File: src/rtl/elab_seq_gen_if.sv
// Request/status bundle for elab_seq_gen: master is the test sequencer, slave is the generator.
// ELAB_SEQ_GEN_CORRUPT_EN adds the corrupt/corrupt_idx request fields.
interface elab_seq_gen_if #(
    parameter int WIDTH = 4
);
    localparam int IW = (WIDTH > 1) ? $clog2(WIDTH) : 1;

    // start is a request qualified by ready: it is taken on a rising edge where
    // start=1 and ready=1; a start seen while ready=0 is dropped and counted.
    logic             start;
    logic             ready;
    logic             trig;
    logic [WIDTH-1:0] vect;
    logic             busy;
    logic             done;
    logic [7:0]       drop_cnt;
    logic             fsm_state;
`ifdef ELAB_SEQ_GEN_CORRUPT_EN
    logic             corrupt;
    logic [IW-1:0]    corrupt_idx;
`endif

    modport master (
        output start
`ifdef ELAB_SEQ_GEN_CORRUPT_EN
        , corrupt, corrupt_idx
`endif
        , input ready, trig, vect, busy, done, drop_cnt, fsm_state
    );

    modport slave (
        input start
`ifdef ELAB_SEQ_GEN_CORRUPT_EN
        , corrupt, corrupt_idx
`endif
        , output ready, trig, vect, busy, done, drop_cnt, fsm_state
    );
endinterface

File: src/rtl/elab_seq_gen.sv
// Walking-one stimulus generator: trig pulse, then vect MSB..LSB, one step every GAP cycles.
// ELAB_SEQ_GEN_CORRUPT_EN blanks one chosen step to provoke a checker failure.
module elab_seq_gen #(
    parameter int WIDTH = 4,
    parameter int GAP   = 1
) (
    input logic            clk,
    input logic            rst_n,
    elab_seq_gen_if.slave  bus
);
    localparam int IW = (WIDTH > 1) ? $clog2(WIDTH) : 1;
    localparam int HW = $clog2(GAP + 1);
    localparam logic [IW-1:0] IDX_TOP = IW'(WIDTH - 1);
    localparam logic [HW-1:0] HC_TOP  = HW'(GAP - 1);

    localparam logic [0:0] IDLE = 1'b0;
    localparam logic [0:0] RUN  = 1'b1;

    generate
        if (WIDTH < 2) begin : g_width_check
            $error("elab_seq_gen: WIDTH must be >= 2");
        end
    endgenerate

    logic [0:0]    state_q;
    logic [HW-1:0] hc_q;
    logic [IW-1:0] idx_q;
    logic          trig_q;
    logic [7:0]    drop_q;
    logic          last_step;
    logic          ready;
    logic          accept;
    logic          blank;

    // vect is decoded from idx, so it is one-hot exactly while RUN and 0 otherwise.
    assign last_step = (state_q == RUN) && (hc_q == HC_TOP) && (idx_q == '0);
    assign ready     = (state_q == IDLE) || last_step;
    assign accept    = bus.start && ready;

`ifdef ELAB_SEQ_GEN_CORRUPT_EN
    logic          corrupt_q;
    logic [IW-1:0] corrupt_idx_q;

    always_ff @(posedge clk or negedge rst_n) begin
        if (!rst_n) begin
            corrupt_q     <= 1'b0;
            corrupt_idx_q <= '0;
        end else if (accept) begin
            corrupt_q     <= bus.corrupt;
            corrupt_idx_q <= bus.corrupt_idx;
        end
    end

    assign blank = corrupt_q && (idx_q == corrupt_idx_q);
`else
    assign blank = 1'b0;
`endif

    always_ff @(posedge clk or negedge rst_n) begin
        if (!rst_n) begin
            state_q <= IDLE;
            hc_q    <= '0;
            idx_q   <= '0;
            trig_q  <= 1'b0;
            drop_q  <= '0;
        end else begin
            trig_q <= accept;
            if (bus.start && !ready && (drop_q != 8'hFF)) begin
                drop_q <= drop_q + 8'd1;
            end
            // Acceptance in the final step restarts with no idle gap.
            if (accept) begin
                state_q <= RUN;
                hc_q    <= '0;
                idx_q   <= IDX_TOP;
            end else if (state_q == RUN) begin
                if (hc_q != HC_TOP) begin
                    hc_q <= hc_q + HW'(1);
                end else if (idx_q != '0) begin
                    idx_q <= idx_q - IW'(1);
                    hc_q  <= '0;
                end else begin
                    state_q <= IDLE;
                end
            end
        end
    end

    assign bus.ready     = ready;
    assign bus.trig      = trig_q;
    assign bus.vect      = ((state_q == RUN) && !blank) ? (WIDTH'(1) << idx_q) : '0;
    assign bus.busy      = (state_q == RUN);
    assign bus.done      = last_step;
    assign bus.drop_cnt  = drop_q;
    assign bus.fsm_state = state_q;
endmodule

File: src/flat_wrapper.sv
// flat-port wrapper written by rule: the top's interface ports become plain ports
module elab_seq_gen_flat 
#(
    parameter int WIDTH = 4,
    parameter int GAP   = 1
)
  (clk, rst_n, bus_start, bus_ready, bus_trig, bus_vect, bus_busy, bus_done, bus_drop_cnt, bus_fsm_state);
  elab_seq_gen_if #(.WIDTH(WIDTH)) bus_i ();
  input logic clk;
  input logic rst_n;
  input wire logic [$bits(bus_i.start)-1:0] bus_start;
  output wire logic [$bits(bus_i.ready)-1:0] bus_ready;
  output wire logic [$bits(bus_i.trig)-1:0] bus_trig;
  output wire logic [$bits(bus_i.vect)-1:0] bus_vect;
  output wire logic [$bits(bus_i.busy)-1:0] bus_busy;
  output wire logic [$bits(bus_i.done)-1:0] bus_done;
  output wire logic [$bits(bus_i.drop_cnt)-1:0] bus_drop_cnt;
  output wire logic [$bits(bus_i.fsm_state)-1:0] bus_fsm_state;
  assign bus_i.start = bus_start;
  assign bus_ready = bus_i.ready;
  assign bus_trig = bus_i.trig;
  assign bus_vect = bus_i.vect;
  assign bus_busy = bus_i.busy;
  assign bus_done = bus_i.done;
  assign bus_drop_cnt = bus_i.drop_cnt;
  assign bus_fsm_state = bus_i.fsm_state;
  elab_seq_gen #(.WIDTH(WIDTH), .GAP(GAP)) u_core (.clk(clk), .rst_n(rst_n), .bus(bus_i));
endmodule
File: config.mk
export PLATFORM = sky130hd
export DESIGN_NAME = elab_seq_gen_flat
export DESIGN_NICKNAME = d
export VERILOG_FILES = /design/src/rtl/elab_seq_gen_if.sv /design/src/rtl/elab_seq_gen.sv /design/src/flat_wrapper.sv
export SDC_FILE = /design/constraint.sdc
export NUM_CORES = 1
export LEC_CHECK = 0
export CAP_MARGIN = 0
export CORE_ASPECT_RATIO = 1.2
export CORE_MARGIN = 3
export CORE_UTILIZATION = 46
export CTS_CLUSTER_DIAMETER = 80
export DETAILED_ROUTE_END_ITERATION = 12
export PLACE_DENSITY = 0.88
export SYNTH_ARGS = -nofsm -noshare
export SYNTH_HDL_FRONTEND = slang
export SYNTH_SLANG_ARGS = --single-unit
export TNS_END_PERCENT = 50
File: constraint.sdc
create_clock -name clk -period 2 [get_ports clk]
set_clock_uncertainty 0.15 [all_clocks]
set_input_delay 0.4 -clock clk [delete_from_list [all_inputs] [get_ports clk]]
set_output_delay 0.4 -clock clk [all_outputs]
set_load 0.01 [all_outputs]
==> results.txt, run 1 <==
Initial antenna violation count -> 0
Final HPWL DP -> 1141 microns
Clock-pin slew on the worst setup and hold paths -> 0.08 ns
Type of origin of the critical path -> flop
DRC Markers -> 0
R2r startpoint -> u_core.idx_q[0]
Average wire per standard cell -> 14.75 microns
PwrDens -> 1542 nW/um^2
Synth Instances -> 62
Worst-Margin Slew -> 0.5347 ns
Synth top area share -> 0.4152
Worst-path maximum fanout -> 3
Vias in the first global route -> 531
Inserted Clock Buffers -> 3
Antenna fix cells -> 0
RePlAce Congestion -> 0.7785
CP required -> 1.45 ns
WL final -> 1505 microns
Via density -> 5.343
Sw frac -> 0.3948
Outcome -> completed
CP cell instances -> inv_2, ha_1, and2_2, clkdlybuf4s15_1
Nets -> 94
Die Width -> 42.20 microns
Most common cell after layout, fill and taps aside -> clkdlybuf4s50_1
Most frequent cells in the layout -> clkdlybuf4s50_1 (13), dfrtp_1 (12), dlygate4sd2_1 (5)
Number of buffers inserted by port buffering -> 19
Root Driver -> clkbuf_4
Clk sink count -> 12
Critical Path Max Stage Delay -> 0.40 ns
Cell taking the most area after synthesis -> dfrtp_1
Highest Clock Rate -> 515.0 MHz
Io pins -> 20
Starting Density -> 0.4940
Share of cells above drive strength 1 -> 0.2706
Vias -> 545
GRT Util Overall -> 0.1585
H-tree Lvls -> 1
CTS tree -> done
Worst R2R End -> u_core.bus.drop_cnt[7]
Post-route ant nets -> 0
First-pass GRT wire length -> 2511 microns
Total negative slack -> 0 ns
Pin count of the biggest net entering global routing -> 13
Violation count after the first detailed-routing iteration -> 3
Hold_ws -> 0.3215 ns
Area grow syn2layout -> 35.12%
Tcrit/Tclk final -> 0.9708
Max VDD drop -> 898.7 uV
Row cnt -> 15
Sw power -> 0.5949 mW
Sequential-to-total area share from yosys stat -> 0.4152
Logic pwr share -> 0.548
Worst Hold Class -> in -> async
Synth warnings -> 0
Tmin final -> 1.942 ns
Clock latency reported for the late side of the worst-skew pair -> 0.27 ns
Int Pwr -> 0.9119 mW
Lkg Pwr -> 0.4320 nW
CP startpoint -> u_core.idx_q[0]
R2R Setup Slk -> 0.27 ns
Die area -> 2086 sq um
Slew margin rel. -> 0.6424
Fin. Hold Viols -> 0
Flop pwr share -> 0.322
Critical Path AT -> 1.39 ns
Core Box Area -> 1464 sq um
Post-synthesis register bit count -> 12
Die Ht -> 49.44 microns
CTS Buffer Depth -> 2
Post-CTS Setup Bufs -> 0
Critical-path top delay cell -> dfrtp_1
Max Cap Violations -> 0
Grt ovf -> 0
Mapped Nets -> 70
Critical Path Sink -> bus_vect[2]
Slack of the critical path -> 0.05833 ns
R2R depth -> 5
Place WS -> 0.002975 ns
Synth area leaders -> dfrtp_1 (42%), ha_1 (8.7%), and2_2 (4.2%)
Hold buffers post-CTS -> 0
Crit. End Element -> output port
Final-report max-slew violation count -> 0
Post-Syn Area -> 723.2 sq um
Synth Area per Inst -> 11.66 sq um
Library cells used by synthesis -> 31
Final setup vio count -> 0
Pre-antenna DRT Iters -> 4
Worst Setup Path Type -> reg -> out
Power share of the clock group -> 0.130
## registers in the layout, indices dropped and copies added, names as in the netlist
register / flops
u_core.idx_q: 2
u_core.bus.drop_cnt: 8
u_core.bus.trig: 1
u_core.bus.busy: 1
## metrics by stage
stage | std cells | total power [mW] | utilization | area, sq um
after floorplan | 62 | 0.9382 | - | 723.2
after global placement | 98 | 1.294 | 0.6385 | 934.6
after detailed placement | 98 | 1.334 | 0.6385 | 934.6
after CTS | 102 | 1.489 | 0.6598 | 965.9
after global routing | 102 | 1.621 | 0.6675 | 977.2
final | 102 | 1.507 | 0.6675 | 977.2
## worst max-delay path, delay by kind of cell, from the launching register on
family        cells  cell delay, ns
fa+ha+maj         1            0.22
simple gates      1            0.20
buf+inv           2            0.31
flops             1            0.40
## layout make-up
type	count	area (sq um)
flip-flops and latches	12	300.3
multi-input cells	46	412.9
repair buffers	21	198.9
fillers	124	486.7
well taps	17	21.27
inverters	2	7.507
clock buffers	4	36.28
## kinds of logic (layout without fill, tap and decap cells)
logic type      Yosys count  after routing  synth area share
simple gates             24             24            0.2387
flops                    12             12            0.4152
fa+ha+maj                 5              5           0.08651
xor+xnor                  1              1           0.01211
buf+inv                   4             27           0.03114
compound gates           10             10            0.1142
mux                       6              6            0.1021
## repair_timing
item,in CTS,in global routing
pin swaps,0,0
resized for setup,7,4
setup endpoints to repair,6,4
## synth_stat cells
library cell  instances
o21a_1                1
xnor2_1               1
and2_1                2
nand3_2               1
nand3_1               3
nand2_4               1
and2_2                4
mux2_1                1
o31ai_4               1
o21ai_0               2
a21boi_0              1
or3_1                 1
mux2i_1               1
nand2_1               4
a311oi_1              1
nor3_1                1
mux2_4                2
mux2_2                2
inv_1                 2
nand3b_4              1
o21bai_1              1
a21oi_1               1
a31oi_1               1
and3_1                1
and3b_2               1
buf_4                 2
nand2b_1              3
a2111oi_0             1
nor4_2                1
dfrtp_1              12
ha_1                  5
## power by group through the flow
stage	registers (mW)	clock network, mW	logic (mW)
after floorplan	0.495	0	0.443
after global placement	0.475	0	0.819
after detailed placement	0.487	0	0.846
after CTS	0.483	0.199	0.807
after global routing	0.503	0.219	0.898
final	0.485	0.196	0.826
## per-layer routing
metal / share of wire / vias to the layer above / routed length [microns] / GRT usage
met2: 0.53 / 13 / 800 / 0.2665
met5: 0 / - / 0 / 0
met3: 0.031 / 2 / 47 / 0.03690
met4: 0.011 / 0 / 17 / 0.06218
met1: 0.42 / 265 / 638 / 0.1918
li1: - / 265 / - / -
## how the worst min path moves through the flow
stage	to	slack (ns)	cells past startpoint
after detailed placement	u_core.bus.drop_cnt[0]	0.38	1
final	u_core.bus.drop_cnt[4]	0.32	1
after global routing	u_core.bus.trig	0.35	1
after floorplan	u_core.bus.busy	-0.05	0
after CTS	u_core.bus.drop_cnt[4]	0.34	1
after global placement	u_core.bus.drop_cnt[0]	0.36	1
Note: power is estimated with default switching activity, not from simulation.
==> run 2: changes to the inputs <==
--- a/config.mk
+++ b/config.mk
@@ -5,13 +5,12 @@
 export SDC_FILE = /design/constraint.sdc
 export NUM_CORES = 1
 export LEC_CHECK = 0
-export CAP_MARGIN = 0
-export CORE_ASPECT_RATIO = 1.2
 export CORE_MARGIN = 3
-export CORE_UTILIZATION = 46
+export CORE_UTILIZATION = 50
 export CTS_CLUSTER_DIAMETER = 80
 export DETAILED_ROUTE_END_ITERATION = 12
-export PLACE_DENSITY = 0.88
+export DONT_BUFFER_PORTS = 1
+export PLACE_DENSITY = 0.76
 export SYNTH_ARGS = -nofsm -noshare
 export SYNTH_HDL_FRONTEND = slang
 export SYNTH_SLANG_ARGS = --single-unit
==> run 2 against run 1 <==
Net effect: worst hold slack got worse by 0.22 ns; die area decreased by 7.1%; clock power about the same; largest cell class unchanged; largest power group is now registers.
==> results.txt, run 2 (same netlist as run 1, synthesis figures left out) <==
Hold endpoint -> u_core.bus.trig
Fin. Hold Viols -> 0
Post-route ant nets -> 0
Worst Hold Class -> in -> reg
Logic pwr share -> 0.403
Sw frac -> 0.4335
Cts repair resizes -> 0
Sw power -> 0.5225 mW
Placed instance area -> 726.9 sq um
Crit path max-delay family -> flip-flops
Nets -> 74
Grt ovf -> 0
Die Width -> 44.03 microns
Most common cell after layout, fill and taps aside -> dfrtp_1
WL final -> 1239 microns
Pin count of the biggest net entering global routing -> 13
Vias in the first global route -> 444
Root Driver -> clkbuf_4
CTS Buffer Depth -> 2
Share of cells above drive strength 1 -> 0.2769
CTS tree -> done
Power share of the clock group -> 0.162
Worst-Margin Slew -> 0.5105 ns
Via density -> 5.700
Most frequent cells in the layout -> dfrtp_1 (12), ha_1 (5), and2_2 (4), nand2_1 (4)
Total negative slack -> 0 ns
Int Pwr -> 0.6827 mW
Final HPWL DP -> 923.3 microns
Row cnt -> 13
Design area -> 773.2 sq um
Clk sink count -> 12
Flop pwr share -> 0.436
Lkg Pwr -> 0.3403 nW
Worst hold path stage count -> 1
Core Box Area -> 1334 sq um
Max Cap Violations -> 0
Clock latency reported for the late side of the worst-skew pair -> 0.27 ns
DRC Markers -> 0
Io pins -> 20
Die Ht -> 44.03 microns
Highest Clock Rate -> 552.5 MHz
Pre-antenna DRT Iters -> 2
PwrDens -> 1559 nW/um^2
Max FFs per register -> 8
H-tree Lvls -> 1
CP cell instances -> inv_1, ha_1, nand2b_1
Worst-path maximum fanout -> 6
Tmin final -> 1.810 ns
Tcrit/Tclk final -> 0.9049
Starting Density -> 0.5422
Critical Path Max Stage Delay -> 0.40 ns
Critical-path top delay cell -> dfrtp_1
Die area -> 1939 sq um
Worst R2R End -> u_core.bus.drop_cnt[7]
GRT Util Overall -> 0.1465
R2r startpoint -> u_core.idx_q[0]
First-pass GRT wire length -> 2001 microns
Type of origin of the critical path -> flop
Average wire per standard cell -> 15.49 microns
CP required -> 1.45 ns
Violation count after the first detailed-routing iteration -> 4
Fin util -> 0.5797
Hold Startpoint -> bus_start
Number of buffers inserted by port buffering -> 0
R2R depth -> 5
Final-report max-slew violation count -> 0
RSZ-0062 raised after global routing -> no
Final setup vio count -> 0
Antenna fix cells -> 0
Initial antenna violation count -> 0
RePlAce Congestion -> 0.8360
Buffers & Inverters on Critical Path -> 1
Slew margin rel. -> 0.6586
Area grow syn2layout -> 6.920%
Vias -> 456
Clock-pin slew on the worst setup and hold paths -> 0.07 ns
Crit. End Element -> output port
Inserted Clock Buffers -> 3
Critical Path AT -> 1.26 ns
Worst Setup Path Type -> reg -> out
Outcome -> completed
Max VDD drop -> 672.4 uV
R2R Setup Slk -> 0.21 ns
==> run 2: stage by stage <==
stage / total power, mW / instances / hold WS [ns] / setup WS, ns
after global placement: 0.9993 / 75 / -0.04534 / 0.2626
after floorplan: 0.9382 / 62 / -0.04559 / 0.3108
after global routing: 1.309 / 80 / 0.08710 / 0.08652
final: 1.205 / 80 / 0.1052 / 0.1902
after CTS: 1.215 / 80 / 0.09918 / 0.1788
after detailed placement: 1.012 / 75 / -0.04534 / 0.2114
==> run 2: routing by layer <==
metal / global-route usage / vias to the layer above / wire length (microns)
li1: - / 227 / -
met1: 0.1949 / 214 / 586
met2: 0.1977 / 11 / 563
met3: 0.05691 / 4 / 64
met4: 0.09036 / 0 / 25
met5: 0 / - / 0
==> run 2: worst reg2reg max path: stages (launching register included) <==
cell and delay [ns]:
dfrtp_1 0.38, inv_1 0.09, ha_1 0.23, nand3b_4 0.19, nor4_2 0.29, mux2_1 0.35
==> run 2: power groups by stage <==
stage / sequential [mW] / combinational [mW] / clock [mW]
finish: 0.525 / 0.485 / 0.195
global route: 0.551 / 0.545 / 0.213
CTS: 0.526 / 0.489 / 0.200
detailed placement: 0.531 / 0.481 / 0
global placement: 0.526 / 0.474 / 0
floorplan: 0.495 / 0.443 / 0
==> run 2: final cells by class <==
cell class	count	area [sq um]
well taps	15	18.77
clock buffers	4	36.28
inverters	2	7.507
fillers	117	560.5
repair buffers	1	10.01
multi-input cells	46	400.4
flip-flops and latches	12	300.3
==> run 2: worst max-delay path by stage <==
| stage | startpoint | end | slack, ns | cells past startpoint |
|---|---|---|---|---|
| finish | u_core.idx_q[0] | bus_ready | 0.19 | 3 |
| floorplan | u_core.idx_q[0] | u_core.bus.drop_cnt[7] | 0.31 | 5 |
| detailed placement | u_core.idx_q[0] | u_core.bus.drop_cnt[7] | 0.21 | 5 |
| global route | u_core.idx_q[0] | bus_ready | 0.09 | 3 |
| CTS | u_core.idx_q[0] | bus_ready | 0.18 | 3 |
| global placement | u_core.idx_q[0] | u_core.bus.drop_cnt[7] | 0.26 | 5 |
==> run 2: repair_timing <==
item,4_1_cts,5_1_grt
hold endpoints to repair,12,0
hold buffers,1,0
setup buffers,0,0
